==> config.mk <==
export PLATFORM = sky130hd
export DESIGN_NAME = kv_wb_frontend_flat
export DESIGN_NICKNAME = d
export VERILOG_FILES = /design/src/rtl/kv_wb_frontend_if.sv /design/src/rtl/kv_wb_frontend.sv /design/src/flat_wrapper.sv
export SDC_FILE = /design/constraint.sdc
export NUM_CORES = 1
export LEC_CHECK = 0
export BUFFER_PORTS_ARGS = -buffer_cell sky130_fd_sc_hd__clkbuf_2
export CAP_MARGIN = 20
export CORE_MARGIN = 1
export CORE_UTILIZATION = 30
export CTS_CLUSTER_DIAMETER = 60
export CTS_CLUSTER_SIZE = 20
export DETAILED_ROUTE_END_ITERATION = 6
export GPL_TIMING_DRIVEN = 0
export PLACE_DENSITY_LB_ADDON = 0.25
export SLEW_MARGIN = 10
export SYNTH_ARGS = -nofsm -noshare
export SYNTH_HDL_FRONTEND = slang
export SYNTH_SLANG_ARGS = --single-unit
==> constraint.sdc <==
create_clock -name wb_clk_i -period 6.65 [get_ports wb_clk_i]
set_input_delay 0.665 -clock wb_clk_i [delete_from_list [all_inputs] [get_ports wb_clk_i]]
set_output_delay 0.665 -clock wb_clk_i [all_outputs]
set_load 0.02 [all_outputs]
==> src/rtl/kv_wb_frontend_if.sv <==
// Bundle of the Wishbone slave bus and the core command/response channels
// for the key-value store front-end. The slave modport is the front-end's
// view; the master modport is the SoC/core side driving it.
interface kv_wb_frontend_if #(
  parameter int KEY_W = 32,
  parameter int VAL_W = 32
);
  logic             wbs_cyc_i;
  logic             wbs_stb_i;
  logic             wbs_we_i;
  logic [3:0]       wbs_sel_i;
  logic [31:0]      wbs_adr_i;
  logic [31:0]      wbs_dat_i;
  logic             wbs_ack_o;
  logic [31:0]      wbs_dat_o;

  logic             cmd_valid;
  logic             cmd_ready;
  logic [1:0]       cmd_op;
  logic [KEY_W-1:0] cmd_key;
  logic [VAL_W-1:0] cmd_value;

  logic             rsp_valid;
  logic             rsp_found;
  logic             rsp_full;
  logic [VAL_W-1:0] rsp_value;

  logic             irq_o;

  modport slave (
    input  wbs_cyc_i, wbs_stb_i, wbs_we_i, wbs_sel_i, wbs_adr_i, wbs_dat_i,
    output wbs_ack_o, wbs_dat_o,
    output cmd_valid, cmd_op, cmd_key, cmd_value,
    input  cmd_ready,
    input  rsp_valid, rsp_found, rsp_full, rsp_value,
    output irq_o
  );

  modport master (
    output wbs_cyc_i, wbs_stb_i, wbs_we_i, wbs_sel_i, wbs_adr_i, wbs_dat_i,
    input  wbs_ack_o, wbs_dat_o,
    input  cmd_valid, cmd_op, cmd_key, cmd_value,
    output cmd_ready,
    output rsp_valid, rsp_found, rsp_full, rsp_value,
    input  irq_o
  );
endinterface

==> src/rtl/kv_wb_frontend.sv <==
// Wishbone slave front-end for the key-value store core. Holds the
// KEY/VALUE/CMD/STATUS/RESULT register file, launches one command at a
// time to the core over a valid/ready channel and captures the single-beat
// response into STATUS/RESULT, raising a level interrupt when enabled.
module kv_wb_frontend #(
  parameter logic [31:0] BASE_ADDR = 32'h3000_0000,
  parameter int          KEY_W     = 32,
  parameter int          VAL_W     = 32
) (
  input logic               wb_clk_i,
  input logic               wb_rst_i,
  kv_wb_frontend_if.slave   bus
);

  localparam logic [7:0] OFF_KEY    = 8'h00;
  localparam logic [7:0] OFF_VALUE  = 8'h04;
  localparam logic [7:0] OFF_CMD    = 8'h08;
  localparam logic [7:0] OFF_STATUS = 8'h0C;
  localparam logic [7:0] OFF_RESULT = 8'h10;

  localparam logic [1:0] OP_GET = 2'd2;

  typedef enum logic [1:0] {
    ST_IDLE,
    ST_ISSUE,
    ST_WAIT
  } state_t;

  state_t           state_q, state_d;
  logic [KEY_W-1:0] key_q, key_d;
  logic [VAL_W-1:0] value_q, value_d;
  logic [VAL_W-1:0] result_q, result_d;
  logic             found_q, found_d;
  logic             full_q, full_d;
  logic             done_q, done_d;
  logic             overrun_q, overrun_d;
  logic             ie_q, ie_d;
  logic             cmd_valid_q, cmd_valid_d;
  logic [1:0]       cmd_op_q, cmd_op_d;
  logic [KEY_W-1:0] cmd_key_q, cmd_key_d;
  logic [VAL_W-1:0] cmd_value_q, cmd_value_d;
  logic             ack_q, ack_d;
  logic [31:0]      dat_q, dat_d;
  logic             irq_q, irq_d;

  logic        in_window;
  logic        req;
  logic        wr_req;
  logic        rd_req;
  logic [7:0]  offset;
  logic [31:0] wmask;
  logic [31:0] key_ext;
  logic [31:0] value_ext;
  logic [31:0] result_ext;
  logic [31:0] status_word;
  logic [31:0] rdata;
  logic        busy;

  assign in_window  = (bus.wbs_adr_i[31:8] == BASE_ADDR[31:8]);
  assign req        = bus.wbs_cyc_i & bus.wbs_stb_i & in_window & ~ack_q;
  assign wr_req     = req & bus.wbs_we_i;
  assign rd_req     = req & ~bus.wbs_we_i;
  assign offset     = bus.wbs_adr_i[7:0];
  assign wmask      = {{8{bus.wbs_sel_i[3]}}, {8{bus.wbs_sel_i[2]}},
                       {8{bus.wbs_sel_i[1]}}, {8{bus.wbs_sel_i[0]}}};
  assign key_ext    = 32'(key_q);
  assign value_ext  = 32'(value_q);
  assign result_ext = 32'(result_q);
  assign busy       = (state_q != ST_IDLE);
  assign status_word = {23'd0, ie_q, 3'd0, overrun_q, done_q, full_q, found_q, busy};

  // Read mux over the register file; unmapped and write-only offsets read 0.
  always_comb begin
    rdata = 32'd0;
    case (offset)
      OFF_KEY:    rdata = key_ext;
      OFF_VALUE:  rdata = value_ext;
      OFF_STATUS: rdata = status_word;
      OFF_RESULT: rdata = result_ext;
      default:    rdata = 32'd0;
    endcase
  end

  // Next-state logic: bus access side effects first, then the command FSM,
  // so that a response setting done overrides a same-cycle W1C of done.
  always_comb begin
    state_d     = state_q;
    key_d       = key_q;
    value_d     = value_q;
    result_d    = result_q;
    found_d     = found_q;
    full_d      = full_q;
    done_d      = done_q;
    overrun_d   = overrun_q;
    ie_d        = ie_q;
    cmd_valid_d = cmd_valid_q;
    cmd_op_d    = cmd_op_q;
    cmd_key_d   = cmd_key_q;
    cmd_value_d = cmd_value_q;
    ack_d       = req;
    dat_d       = rd_req ? rdata : 32'd0;
    irq_d       = done_q & ie_q;

    if (wr_req) begin
      case (offset)
        OFF_KEY:   key_d   = KEY_W'((key_ext & ~wmask) | (bus.wbs_dat_i & wmask));
        OFF_VALUE: value_d = VAL_W'((value_ext & ~wmask) | (bus.wbs_dat_i & wmask));
        OFF_CMD: begin
          if (bus.wbs_dat_i[1:0] != 2'd0) begin
            if (state_q == ST_IDLE) begin
              cmd_op_d    = bus.wbs_dat_i[1:0];
              cmd_key_d   = key_q;
              cmd_value_d = value_q;
              cmd_valid_d = 1'b1;
              found_d     = 1'b0;
              full_d      = 1'b0;
              state_d     = ST_ISSUE;
            end else begin
              overrun_d = 1'b1;
            end
          end
        end
        OFF_STATUS: begin
          if (bus.wbs_sel_i[0]) begin
            if (bus.wbs_dat_i[3]) done_d    = 1'b0;
            if (bus.wbs_dat_i[4]) overrun_d = 1'b0;
          end
          if (bus.wbs_sel_i[1]) ie_d = bus.wbs_dat_i[8];
        end
        default: ;
      endcase
    end

    case (state_q)
      ST_ISSUE: begin
        if (bus.cmd_ready) begin
          cmd_valid_d = 1'b0;
          state_d     = ST_WAIT;
        end
      end
      ST_WAIT: begin
        if (bus.rsp_valid) begin
          found_d = bus.rsp_found;
          full_d  = bus.rsp_full;
          if (cmd_op_q == OP_GET) result_d = bus.rsp_value;
          done_d  = 1'b1;
          state_d = ST_IDLE;
        end
      end
      default: ;
    endcase
  end

  // All state and registered outputs, cleared asynchronously by reset.
  always_ff @(posedge wb_clk_i or posedge wb_rst_i) begin
    if (wb_rst_i) begin
      state_q     <= ST_IDLE;
      key_q       <= '0;
      value_q     <= '0;
      result_q    <= '0;
      found_q     <= 1'b0;
      full_q      <= 1'b0;
      done_q      <= 1'b0;
      overrun_q   <= 1'b0;
      ie_q        <= 1'b0;
      cmd_valid_q <= 1'b0;
      cmd_op_q    <= 2'd0;
      cmd_key_q   <= '0;
      cmd_value_q <= '0;
      ack_q       <= 1'b0;
      dat_q       <= 32'd0;
      irq_q       <= 1'b0;
    end else begin
      state_q     <= state_d;
      key_q       <= key_d;
      value_q     <= value_d;
      result_q    <= result_d;
      found_q     <= found_d;
      full_q      <= full_d;
      done_q      <= done_d;
      overrun_q   <= overrun_d;
      ie_q        <= ie_d;
      cmd_valid_q <= cmd_valid_d;
      cmd_op_q    <= cmd_op_d;
      cmd_key_q   <= cmd_key_d;
      cmd_value_q <= cmd_value_d;
      ack_q       <= ack_d;
      dat_q       <= dat_d;
      irq_q       <= irq_d;
    end
  end

  assign bus.wbs_ack_o = ack_q;
  assign bus.wbs_dat_o = dat_q;
  assign bus.cmd_valid = cmd_valid_q;
  assign bus.cmd_op    = cmd_op_q;
  assign bus.cmd_key   = cmd_key_q;
  assign bus.cmd_value = cmd_value_q;
  assign bus.irq_o     = irq_q;

endmodule

==> src/flat_wrapper.sv <==
// flat-port wrapper written by rule: the top's interface ports become plain ports
module kv_wb_frontend_flat 
#(
  parameter logic [31:0] BASE_ADDR = 32'h3000_0000,
  parameter int          KEY_W     = 32,
  parameter int          VAL_W     = 32
)
  (wb_clk_i, wb_rst_i, bus_wbs_cyc_i, bus_wbs_stb_i, bus_wbs_we_i, bus_wbs_sel_i, bus_wbs_adr_i, bus_wbs_dat_i, bus_wbs_ack_o, bus_wbs_dat_o, bus_cmd_valid, bus_cmd_op, bus_cmd_key, bus_cmd_value, bus_cmd_ready, bus_rsp_valid, bus_rsp_found, bus_rsp_full, bus_rsp_value, bus_irq_o);
  kv_wb_frontend_if #(.KEY_W(KEY_W), .VAL_W(VAL_W)) bus_i ();
  input logic wb_clk_i;
  input logic wb_rst_i;
  input wire logic [$bits(bus_i.wbs_cyc_i)-1:0] bus_wbs_cyc_i;
  input wire logic [$bits(bus_i.wbs_stb_i)-1:0] bus_wbs_stb_i;
  input wire logic [$bits(bus_i.wbs_we_i)-1:0] bus_wbs_we_i;
  input wire logic [$bits(bus_i.wbs_sel_i)-1:0] bus_wbs_sel_i;
  input wire logic [$bits(bus_i.wbs_adr_i)-1:0] bus_wbs_adr_i;
  input wire logic [$bits(bus_i.wbs_dat_i)-1:0] bus_wbs_dat_i;
  output wire logic [$bits(bus_i.wbs_ack_o)-1:0] bus_wbs_ack_o;
  output wire logic [$bits(bus_i.wbs_dat_o)-1:0] bus_wbs_dat_o;
  output wire logic [$bits(bus_i.cmd_valid)-1:0] bus_cmd_valid;
  output wire logic [$bits(bus_i.cmd_op)-1:0] bus_cmd_op;
  output wire logic [$bits(bus_i.cmd_key)-1:0] bus_cmd_key;
  output wire logic [$bits(bus_i.cmd_value)-1:0] bus_cmd_value;
  input wire logic [$bits(bus_i.cmd_ready)-1:0] bus_cmd_ready;
  input wire logic [$bits(bus_i.rsp_valid)-1:0] bus_rsp_valid;
  input wire logic [$bits(bus_i.rsp_found)-1:0] bus_rsp_found;
  input wire logic [$bits(bus_i.rsp_full)-1:0] bus_rsp_full;
  input wire logic [$bits(bus_i.rsp_value)-1:0] bus_rsp_value;
  output wire logic [$bits(bus_i.irq_o)-1:0] bus_irq_o;
  assign bus_i.wbs_cyc_i = bus_wbs_cyc_i;
  assign bus_i.wbs_stb_i = bus_wbs_stb_i;
  assign bus_i.wbs_we_i = bus_wbs_we_i;
  assign bus_i.wbs_sel_i = bus_wbs_sel_i;
  assign bus_i.wbs_adr_i = bus_wbs_adr_i;
  assign bus_i.wbs_dat_i = bus_wbs_dat_i;
  assign bus_wbs_ack_o = bus_i.wbs_ack_o;
  assign bus_wbs_dat_o = bus_i.wbs_dat_o;
  assign bus_cmd_valid = bus_i.cmd_valid;
  assign bus_cmd_op = bus_i.cmd_op;
  assign bus_cmd_key = bus_i.cmd_key;
  assign bus_cmd_value = bus_i.cmd_value;
  assign bus_i.cmd_ready = bus_cmd_ready;
  assign bus_i.rsp_valid = bus_rsp_valid;
  assign bus_i.rsp_found = bus_rsp_found;
  assign bus_i.rsp_full = bus_rsp_full;
  assign bus_i.rsp_value = bus_rsp_value;
  assign bus_irq_o = bus_i.irq_o;
  kv_wb_frontend #(.BASE_ADDR(BASE_ADDR), .KEY_W(KEY_W), .VAL_W(VAL_W)) u_core (.wb_clk_i(wb_clk_i), .wb_rst_i(wb_rst_i), .bus(bus_i));
endmodule
==> results.py, run 1 <==
metrics = {
    "status": {
        "status": "finished clean",
    },
    "floorplan": {
        "core_area_mm2": 0.02801,
        "start_util_pct": 30.78,
        "rows": 61,
        "die_height_um": 171.5,
        "chipWidth_um": 171.5,
        "dieArea_mm2": 0.02942,
        "ioPinCount": 210,
    },
    "worst_setup_path": {
        "startpoint": "bus_wbs_adr_i[20]",
        "cpMostUsedCell": "clkbuf_1",
        "crit_buf_inv": 3,
        "critPathLaunchType": "input port",
        "worstPathMaxFanout": 10,
        "path_cells": "clkbuf_2 > nor4_2 > nand3_1 > nor2_1 > and4b_1 > clkbuf_1 > clkbuf_1 > and2_1",
        "cp_slowest_cell": "nor4_2",
        "r2r_setup_slack_ns": 3.69,
        "cp.arrival_ns": 3.67,
        "end_kind": "flop",
        "cpPeakStageDelay_ns": 0.71,
        "r2r_start": "u_core.bus.wbs_ack_o",
        "required_ns": 7.09,
        "crit_family": "simple AND/OR/NAND/NOR gates",
        "crit_type": "in2reg",
    },
    "min_path": {
        "hp-class": "in2async",
    },
    "yosys": {
        "synth_top_area_share_pct": 59.22,
        "synth_top_area_cell": "dfrtp_1",
        "yosys_warnings": 0,
        "synth_edf_count": 0,
        "async_flop_share_pct": 100.0,
        "netlist_instances": 615,
        "synth-main-ff-cell": "dfrtp_1",
        "synth_fp_nets": 727,
        "synthTopCellsByArea": "dfrtp_1, mux2_2, mux2i_1, and2_1, nand2_1",
        "synth_seq_cells": 204,
        "synth-seq-area-share_pct": 59.22,
        "synthDistinctLibCells": 43,
        "netlist_area_mm2": 0.008621,
        "post_synth.cell_area_avg_um2": 14.02,
    },
    "detailed_routing": {
        "drt_iter0_markers": 211,
        "drc_errors": 0,
        "ant_nets": 0,
        "drt_pass1_iterations": 4,
        "vias": 5751,
        "drt-total-wl_mm": 23.90,
        "vias_per_cell": 4.649,
        "wire_per_inst_um": 19.32,
    },
    "grt": {
        "antenna_found_initial": 0,
        "grt_overflow_total": 0,
        "grt_pass1_wl_mm": 36.07,
        "grt_pass1_vias": 5903,
        "grt_max_degree": 113,
        "grt_use_total_pct": 16.46,
    },
    "timing": {
        "fin_skew_ns": 0.01337,
        "fin_crit_sh_pct": 48.65,
        "hold_violations": 0,
        "tightest_slew_ns": 0.9457,
        "finalSetupViolations": 0,
        "period_minus_slack_ns": 3.236,
        "final_max_slew_viol_count": 0,
        "relSlewSlack_pct": 36.95,
        "fmax_mhz": 309.1,
        "rsz0062_at_grt": "no",
    },
    "clock_network": {
        "clock_latency_ns": 0.51,
        "cts.htree.levels": 1,
        "clock_sinks": 204,
        "ctsResizeCount": 0,
        "numCtsBuffers": 21,
        "cts_setup_buffers": 0,
        "clk_pin_slew_worst_paths_ns": 0.07,
        "holdBufCountCts": 0,
        "root_buffer": "clkbuf_16",
        "cts_tree": "yes",
        "clk_path_buf_depth": 3,
    },
    "placement": {
        "io_buffers": 207,
        "place.gp.congestion": 0.7750,
        "hpwl_mm": 16.95,
        "dp.cells": 1201,
    },
    "cells_and_area": {
        "syn2layout_area_growth_pct": 26.21,
        "stdcell_count": 1237,
        "diodes": 0,
        "nets": 958,
        "final_cell_mix": "clkbuf_2, dfrtp_1, mux2_2",
        "final_common_cell": "clkbuf_2",
        "drive_above_1_share_pct": 49.94,
    },
    "power": {
        "power_density_mw_per_mm2": 235.5,
        "irDropWorstVdd_uv": 124.4,
        "total_power_w": 0.002563,
        "total_leakage_power_nw": 5.695,
    },
    "run": {
        "drv_cap": 0,
    },
}
[logic make-up (layout without fill, tap and decap cells)]
logic type      Yosys count  after routing  share of synthesized area, %
fa+ha+maj                 3              3                        0.4355
buf+inv                  37            281                         2.409
simple gates            125            125                         8.984
flops                   204            204                         59.22
compound gates           47             47                         3.179
mux                     199            199                         25.78
[final cells by class]
cell class	count	area, um^2
multi-input cells	374	3314
plain buffers	31	185.2
flip-flops and latches	204	5105
clock inverters	15	183.9
well taps	378	473.0
fillers	2777	17130
inverters	6	30.03
clock buffers	21	525.5
repair buffers	208	1064
[path summary, 6_finish.rpt]
path | endpoint | depth (start not counted)
max | u_core.bus.wbs_dat_o[30] | 8
min | u_core.bus.wbs_dat_o[11] | 2
max reg2reg | flop | 5
min reg2reg | u_core.bus.cmd_key[29] | 1
max in group asynchronous | u_core.result_ext[0] | 3
min in group wb_clk_i | u_core.result_ext[22] | 2
[synth_stat cells, drive strengths merged, types with 2 or more instances]
| library cell | instances |
|---|---|
| mux2i | 36 |
| a21oi | 4 |
| and2 | 33 |
| nor2b | 2 |
| nor4b | 4 |
| nor4 | 10 |
| dfrtp | 204 |
| nand2 | 40 |
| o21ai | 30 |
| clkbuf | 15 |
| ha | 3 |
| inv | 6 |
| nor3 | 4 |
| and4 | 2 |
| o22ai | 6 |
| a32oi | 3 |
| nand4 | 2 |
| nand2b | 5 |
| nor2 | 5 |
| mux2 | 163 |
| nand3 | 4 |
| and3 | 6 |
| buf | 16 |
[where the power goes]
group / leakage [nW] / switching, W / total (W) / internal [W]
sequential: 2.85 / 0.000000000000523 / 0.00124 / 0.00124
clock: 0.347 / 0.000547 / 0.00123 / 0.000680
combinational: 2.50 / 0.0000626 / 0.0000960 / 0.0000334
[per-layer routing]
| layer | global-route usage [%] | vias up | wire (um) |
|---|---|---|---|
| met2 | 25.77 | 167 | 10710 |
| met4 | 3.494 | 0 | 323 |
| li1 | - | 2657 | - |
| met1 | 23.43 | 2896 | 11310 |
| met3 | 3.290 | 31 | 1553 |
| met5 | 0 | - | 0 |
[per-stage QoR]
stage | setup slack, ns | hold WS (ns) | cell area (um^2) | TNS, ns | utilization [%]
final | 3.414 | 0.2604 | 10880 | 0 | 38.84
after global placement | -2.270 | 0.4865 | 10130 | -459.39 | 36.16
after global routing | 3.115 | 0.3001 | 10880 | 0 | 38.84
after detailed placement | 2.743 | 0.4930 | 10170 | 0 | 36.31
after CTS | 3.251 | 0.2872 | 10880 | 0 | 38.84
after floorplan | 0.4176 | 0.4702 | 8621 | 0 | -
[worst register-to-register path: cells and delay by family (launching register included)]
family / cells / cell delay, ns
and+or+nand+nor: 4 / 2.02
DFF: 1 / 0.40
muxes: 1 / 0.42
Note: power is estimated with default switching activity, not from simulation.
==> run 2: changes to the inputs <==
Settings changed: ABC_AREA from default to 1.
Clock period 6.65 ns to 2.95 ns, I/O delays scaled along.
==> run 2 against run 1 <==
Setup slack worse by 2.7 ns. Combinational power grew to 3.7 times the previous value. Sequential share of layout area is 1.3 points lower. Area after synthesis is 0.26% lower. Clock skew is 0.0036 ns higher. Via count is 25% higher. First-iteration DRC count is 120% higher. Cell count is 30% higher. Final area is 2.8% higher. Global-route usage is 2.1 points higher.
==> results.py, run 2 <==
metrics = {
    "timing": {
        "fin_crit_sh_pct": 76.05,
        "finalSetupViolations": 0,
        "tightest_slew_ns": 0.7599,
        "final_max_slew_viol_count": 0,
        "period_minus_slack_ns": 2.243,
        "fmax_mhz": 445.8,
        "rsz0062_at_grt": "no",
        "fin_ws_ns": 0.7067,
        "relSlewSlack_pct": 49.34,
        "fin_skew_ns": 0.01696,
        "hold_violations": 0,
        "hold_ws_ns": 0.01756,
    },
    "run": {
        "drv_cap": 0,
    },
    "yosys": {
        "netlist_area_mm2": 0.008598,
        "synth_top_area_share_pct": 59.37,
        "synth_fp_nets": 1064,
        "yosys_warnings": 0,
        "synth-main-ff-cell": "dfrtp_1",
        "synth_seq_cells": 204,
        "synthTopCellsByArea": "dfrtp_1, nand2_1, inv_1, nand3_1, mux2_2",
        "async_flop_share_pct": 100.0,
        "post_synth.cell_area_avg_um2": 9.032,
        "synthDistinctLibCells": 29,
        "synth_top_area_cell": "dfrtp_1",
        "synth.most_common_cell": "nand2_1",
        "synth_edf_count": 0,
        "ys_top_cells_by_count": "nand2_1, dfrtp_1, inv_1",
        "netlist_instances": 952,
        "synth-seq-area-share_pct": 59.37,
    },
    "min_path": {
        "hold_end": "u_core.result_ext[14]",
        "hp-start": "bus_rsp_value[14]",
        "holdPathStages": 2,
        "hp-class": "in2reg",
    },
    "floorplan": {
        "core_area_mm2": 0.02801,
        "die_height_um": 171.3,
        "rows": 61,
        "chipWidth_um": 171.3,
        "start_util_pct": 30.70,
        "ioPinCount": 210,
        "dieArea_mm2": 0.02934,
    },
    "placement": {
        "hpwl_mm": 19.46,
        "place_ws_ns": 0.5868,
        "io_buffers": 205,
        "place.gp.congestion": 0.8277,
    },
    "power": {
        "total_leakage_power_nw": 5.671,
        "total_power_w": 0.006094,
        "power_density_mw_per_mm2": 544.7,
        "irDropWorstVdd_uv": 338.1,
    },
    "grt": {
        "antenna_found_initial": 0,
        "grt_use_total_pct": 18.53,
        "grt_max_degree": 38,
        "grt_pass1_wl_mm": 41.17,
        "grt_pass1_vias": 7178,
        "grt_overflow_total": 0,
    },
    "detailed_routing": {
        "vias_per_cell": 4.491,
        "drt-total-wl_mm": 26.45,
        "drc_errors": 0,
        "wire_per_inst_um": 16.51,
        "drt_pass1_iterations": 4,
        "ant_nets": 0,
        "vias": 7195,
        "drt_iter0_markers": 469,
    },
    "status": {
        "status": "finished clean",
    },
    "cells_and_area": {
        "final_common_cell": "nand2_1",
        "final_cell_mix": "nand2_1, clkbuf_2, dfrtp_1",
        "fin_util_pct": 39.94,
        "syn2layout_area_growth_pct": 30.12,
        "diodes": 0,
        "drive_above_1_share_pct": 25.82,
        "nets": 1319,
    },
    "clock_network": {
        "clk_pin_slew_worst_paths_ns": 0.06,
        "clock_sinks": 204,
        "root_buffer": "clkbuf_16",
        "cts.htree.levels": 1,
        "clock_latency_ns": 0.53,
        "clk_path_buf_depth": 3,
        "numCtsBuffers": 23,
        "ctsResizeCount": 0,
        "cts_tree": "yes",
    },
    "worst_setup_path": {
        "worstPathMaxFanout": 10,
        "critical_path.reg2reg.endpoint": "u_core.result_ext[12]",
        "path_cells": "inv_1 > ha_1 > nand2_1 > inv_1 > nand3_1 > buf_2 > buf_2 > mux2_2",
        "r2r_cells": 8,
        "r2r_start": "u_core.state_q[0]",
        "critPathLaunchType": "flop",
        "r2r_setup_slack_ns": 0.71,
        "cpPeakStageDelay_ns": 0.38,
        "end_kind": "flop",
        "startpoint": "u_core.state_q[0]",
        "crit_type": "reg2reg",
        "required_ns": 3.34,
        "cp.arrival_ns": 2.64,
        "crit_family": "buffers and inverters",
        "cp_slowest_cell": "mux2_2",
        "crit_buf_inv": 4,
    },
}
run 2: repair_timing:
| item | 4_1_cts | 5_1_grt |
|---|---|---|
| hold buffers | 19 | 0 |
| hold endpoints to repair | 38 | 0 |
| setup buffers | 0 | 0 |
run 2: metal layers:
metal / global-route usage (%) / wire (um)
met4: 4.503 / 565
met3: 2.669 / 1266
met5: 0 / 0
met1: 26.15 / 12410
met2: 29.87 / 12210
run 2: where the power goes:
group | total [W] | internal [W] | switching (W)
sequential | 0.00285 | 0.00283 | 0.0000199
combinational | 0.000353 | 0.000137 | 0.000216
clock | 0.00289 | 0.00155 | 0.00134
total | 0.00609 | 0.00452 | 0.00158
run 2: worst max-delay path by stage:
stage	cells after the start	slack (ns)	end
after detailed placement	9	0.59	u_core.bus.wbs_dat_o[23]
after CTS	8	0.63	u_core.result_ext[12]
after floorplan	1	0.01	async pin
final	8	0.71	u_core.result_ext[12]
after global placement	2	-1.41	u_core.bus.cmd_value[28]
after global routing	8	0.52	u_core.result_ext[12]
run 2: through the flow:
step	setup TNS, ns	cell area (um^2)	cells
finish	0	11190	1602
global route	0	11190	1602
CTS	0	11190	1602
detailed placement	0	10220	1541
global placement	-283.56	10100	1535
floorplan	0	8602	952
run 2: worst reg2reg max path, delay by kind of cell, from the launching register on:
| family | cells | cell delay (ns) |
|---|---|---|
| mux | 1 | 0.38 |
| flops | 1 | 0.35 |
| simple gates | 2 | 0.29 |
| buf+inv | 4 | 0.88 |
| fa+ha+maj | 1 | 0.21 |
run 2: area by class of cell:
cell class | instances | area (um^2)
repair buffers | 230 | 1336
multi-input cells | 596 | 2841
clock buffers | 25 | 593.1
clock inverters | 17 | 183.9
flip-flops and latches | 204 | 5105
plain buffers | 42 | 236.5
inverters | 110 | 419.2
well taps | 378 | 473.0
fillers | 2895 | 16820
run 2: kinds of logic after synthesis:
logic type / Yosys count / synth area share (%)
adder cells (fa/ha/maj): 3 / 0.4366
flip-flops: 204 / 59.37
buffers and inverters: 152 / 7.581
multiplexers: 26 / 3.405
AND/OR/NAND/NOR: 451 / 21.93
AO/OA/AOI/OAI: 116 / 7.276
==> run 3: changes to the inputs <==
Settings changed: ABC_AREA 1 to 0.
Clock period 2.95 ns to 2.25 ns, I/O delays scaled along.
==> run 3 against run 2 <==
The run now ends with negative setup slack left. Non-clock buffer count is 51 higher. Register-to-register slack worse by 0.90 ns. Critical path depth is 1 lower. Worst hold slack better by 0.013 ns. Clock power is 17% higher.
==> results.py, run 3 (synthesized netlist as in run 1, its figures left out) <==
metrics = {
    "status": {
        "status": "finished with violations",
        "violations": "negative setup slack",
    },
    "worst_setup_path": {
        "required_ns": 2.62,
        "crit_type": "reg2reg",
        "crit_family": "simple AND/OR/NAND/NOR gates",
        "cpPeakStageDelay_ns": 0.43,
        "path_cells": "or4_4 > or3_4 > nor3_4 > and3_1 > buf_6 > buf_4 > mux2_2",
        "critPathLaunchType": "flop",
        "cp.arrival_ns": 2.81,
        "end_kind": "flop",
        "crit_buf_inv": 2,
        "cp_slowest_cell": "or4_4",
        "worstPathMaxFanout": 10,
    },
    "detailed_routing": {
        "drt-total-wl_mm": 24.06,
        "vias_per_cell": 4.555,
        "wire_per_inst_um": 18.24,
        "vias": 6008,
        "drt_iter0_markers": 260,
        "drc_errors": 0,
        "drt_pass1_iterations": 4,
        "ant_nets": 0,
    },
    "timing": {
        "tightest_slew_ns": 0.9831,
        "rsz0062_at_grt": "yes",
        "fin_ws_ns": -0.1951,
        "fin_crit_sh_pct": 108.7,
        "relSlewSlack_pct": 34.46,
        "fmax_mhz": 409.0,
        "finalSetupViolations": 67,
        "final_max_slew_viol_count": 0,
        "period_minus_slack_ns": 2.445,
        "fin_skew_ns": 0.01487,
        "hold_violations": 0,
    },
    "power": {
        "pwr-share-clk_pct": 45.4,
        "seq_power_share_pct": 49.2,
        "power.share.switching_pct": 23.31,
        "irDropWorstVdd_uv": 437.3,
        "combPwrFrac_pct": 5.4,
        "switchingPower_w": 0.001736,
        "p_int_w": 0.005713,
        "power_density_mw_per_mm2": 622.6,
        "total_leakage_power_nw": 6.147,
    },
    "clock_network": {
        "clock_latency_ns": 0.49,
        "root_buffer": "clkbuf_16",
        "numCtsBuffers": 19,
        "clk_pin_slew_worst_paths_ns": 0.08,
        "clock_sinks": 204,
        "cts.htree.levels": 1,
        "cts_tree": "yes",
        "clk_path_buf_depth": 3,
    },
    "placement": {
        "placed_area_mm2": 0.01025,
        "place.gp.congestion": 0.7688,
        "hpwl_mm": 16.85,
        "io_buffers": 207,
    },
    "cells_and_area": {
        "fin_util_pct": 42.71,
        "drive_above_1_share_pct": 48.83,
        "regArea_mm2": 0.005105,
        "multi_input_area_mm2": 0.003452,
        "syn2layout_area_growth_pct": 38.78,
        "nets": 1040,
        "final_area_mm2": 0.01196,
        "final_cell_mix": "clkbuf_2, dfrtp_1, mux2_2",
        "fillerInstances": 2676,
        "final_common_cell": "clkbuf_2",
    },
    "floorplan": {
        "rows": 61,
        "ioPinCount": 210,
        "chipWidth_um": 171.5,
        "die_height_um": 171.5,
        "dieArea_mm2": 0.02942,
        "core_area_mm2": 0.02801,
        "start_util_pct": 30.78,
    },
    "min_path": {
        "hp-class": "in2reg",
    },
    "run": {
        "drv_cap": 0,
    },
    "grt": {
        "grt_overflow_total": 0,
        "grt_use_total_pct": 16.51,
        "grt_pass1_wl_mm": 36.42,
        "grt_pass1_vias": 6223,
        "grt_max_degree": 38,
        "antenna_found_initial": 2,
    },
}
[run 3: cell types whose count changed in the layout (fill, tap and decap cells not counted), sizes merged, moves of 45 or more]
cell,delta
dlygate4sd3,+46
inv,-109
mux2,+137
nand2,-277
nand3,-73
nor2,-45
[run 3: what timing repair did]
| item | CTS | global route |
|---|---|---|
| pin swaps | 9 | 9 |
| endpoints found under the setup margin | 183 | 149 |
| setup buffers | 11 | 3 |
| resized for setup | 45 | 6 |
| hold buffers | 65 | 0 |
| cloned | 0 | 1 |
| hold endpoints to repair | 115 | 0 |
[run 3: power groups by stage]
stage / clock network (W) / registers [W] / logic, W
5_1_grt: 0.00363 / 0.00366 / 0.000443
3_3_place_gp: 0 / 0.00374 / 0.000284
4_1_cts: 0.00353 / 0.00366 / 0.000413
2_1_floorplan: 0 / 0.00374 / 0.000117
6_report: 0.00338 / 0.00366 / 0.000401
3_5_place_dp: 0 / 0.00374 / 0.000310
[run 3: final timing paths]
check                                        from                  endpoint  slack, ns  depth (start not counted)
max                          u_core.bus.wbs_ack_o  u_core.bus.cmd_value[19]      -0.20                          7
min                              bus_wbs_dat_i[0]      u_core.bus.cmd_op[0]       0.03                          2
max reg2reg                  u_core.bus.wbs_ack_o  u_core.bus.cmd_value[19]      -0.20                          7
min reg2reg                u_core.bus.cmd_key[11]    u_core.bus.cmd_key[11]       0.51                          1
max in group asynchronous                wb_rst_i     u_core.result_ext[23]       0.66                          7
min in group asynchronous                wb_rst_i     u_core.bus.cmd_key[9]       0.32                          3
[run 3: final cells by class]
| class | count | area share (%) |
|---|---|---|
| sequential | 204 | 42.67 |
| multi-input combinational | 374 | 28.85 |
| timing repair buffer | 293 | 16.82 |
| clock buffer | 20 | 4.005 |
| tap | 378 | 3.953 |
| buffer | 30 | 1.935 |
| clock inverter | 13 | 1.527 |
| inverter | 6 | 0.2196 |
| antenna | 1 | 0.02092 |
[run 3: metal layers]
layer	up-vias	share of wire, %	global-route usage [%]
met5	-	0.046	0
li1	2826	-	-
met4	2	1.3	3.455
met2	146	48	27.39
met3	25	4.7	2.830
met1	3009	46	22.51
[run 3: per-stage QoR]
step | power, W | cells | hold slack (ns) | setup WS, ns | TNS, ns
floorplan | 0.003854 | 615 | 0.3035 | -0.6193 | -131.28
global placement | 0.004022 | 1200 | 0.4593 | -2.081 | -525.36
detailed placement | 0.004046 | 1206 | 0.2905 | -0.8138 | -112.26
CTS | 0.007603 | 1314 | 0.009770 | -0.2737 | -20.08
global route | 0.007738 | 1318 | 0.02525 | -0.2488 | -14.30
finish | 0.007449 | 1319 | 0.03057 | -0.1951 | -10.23
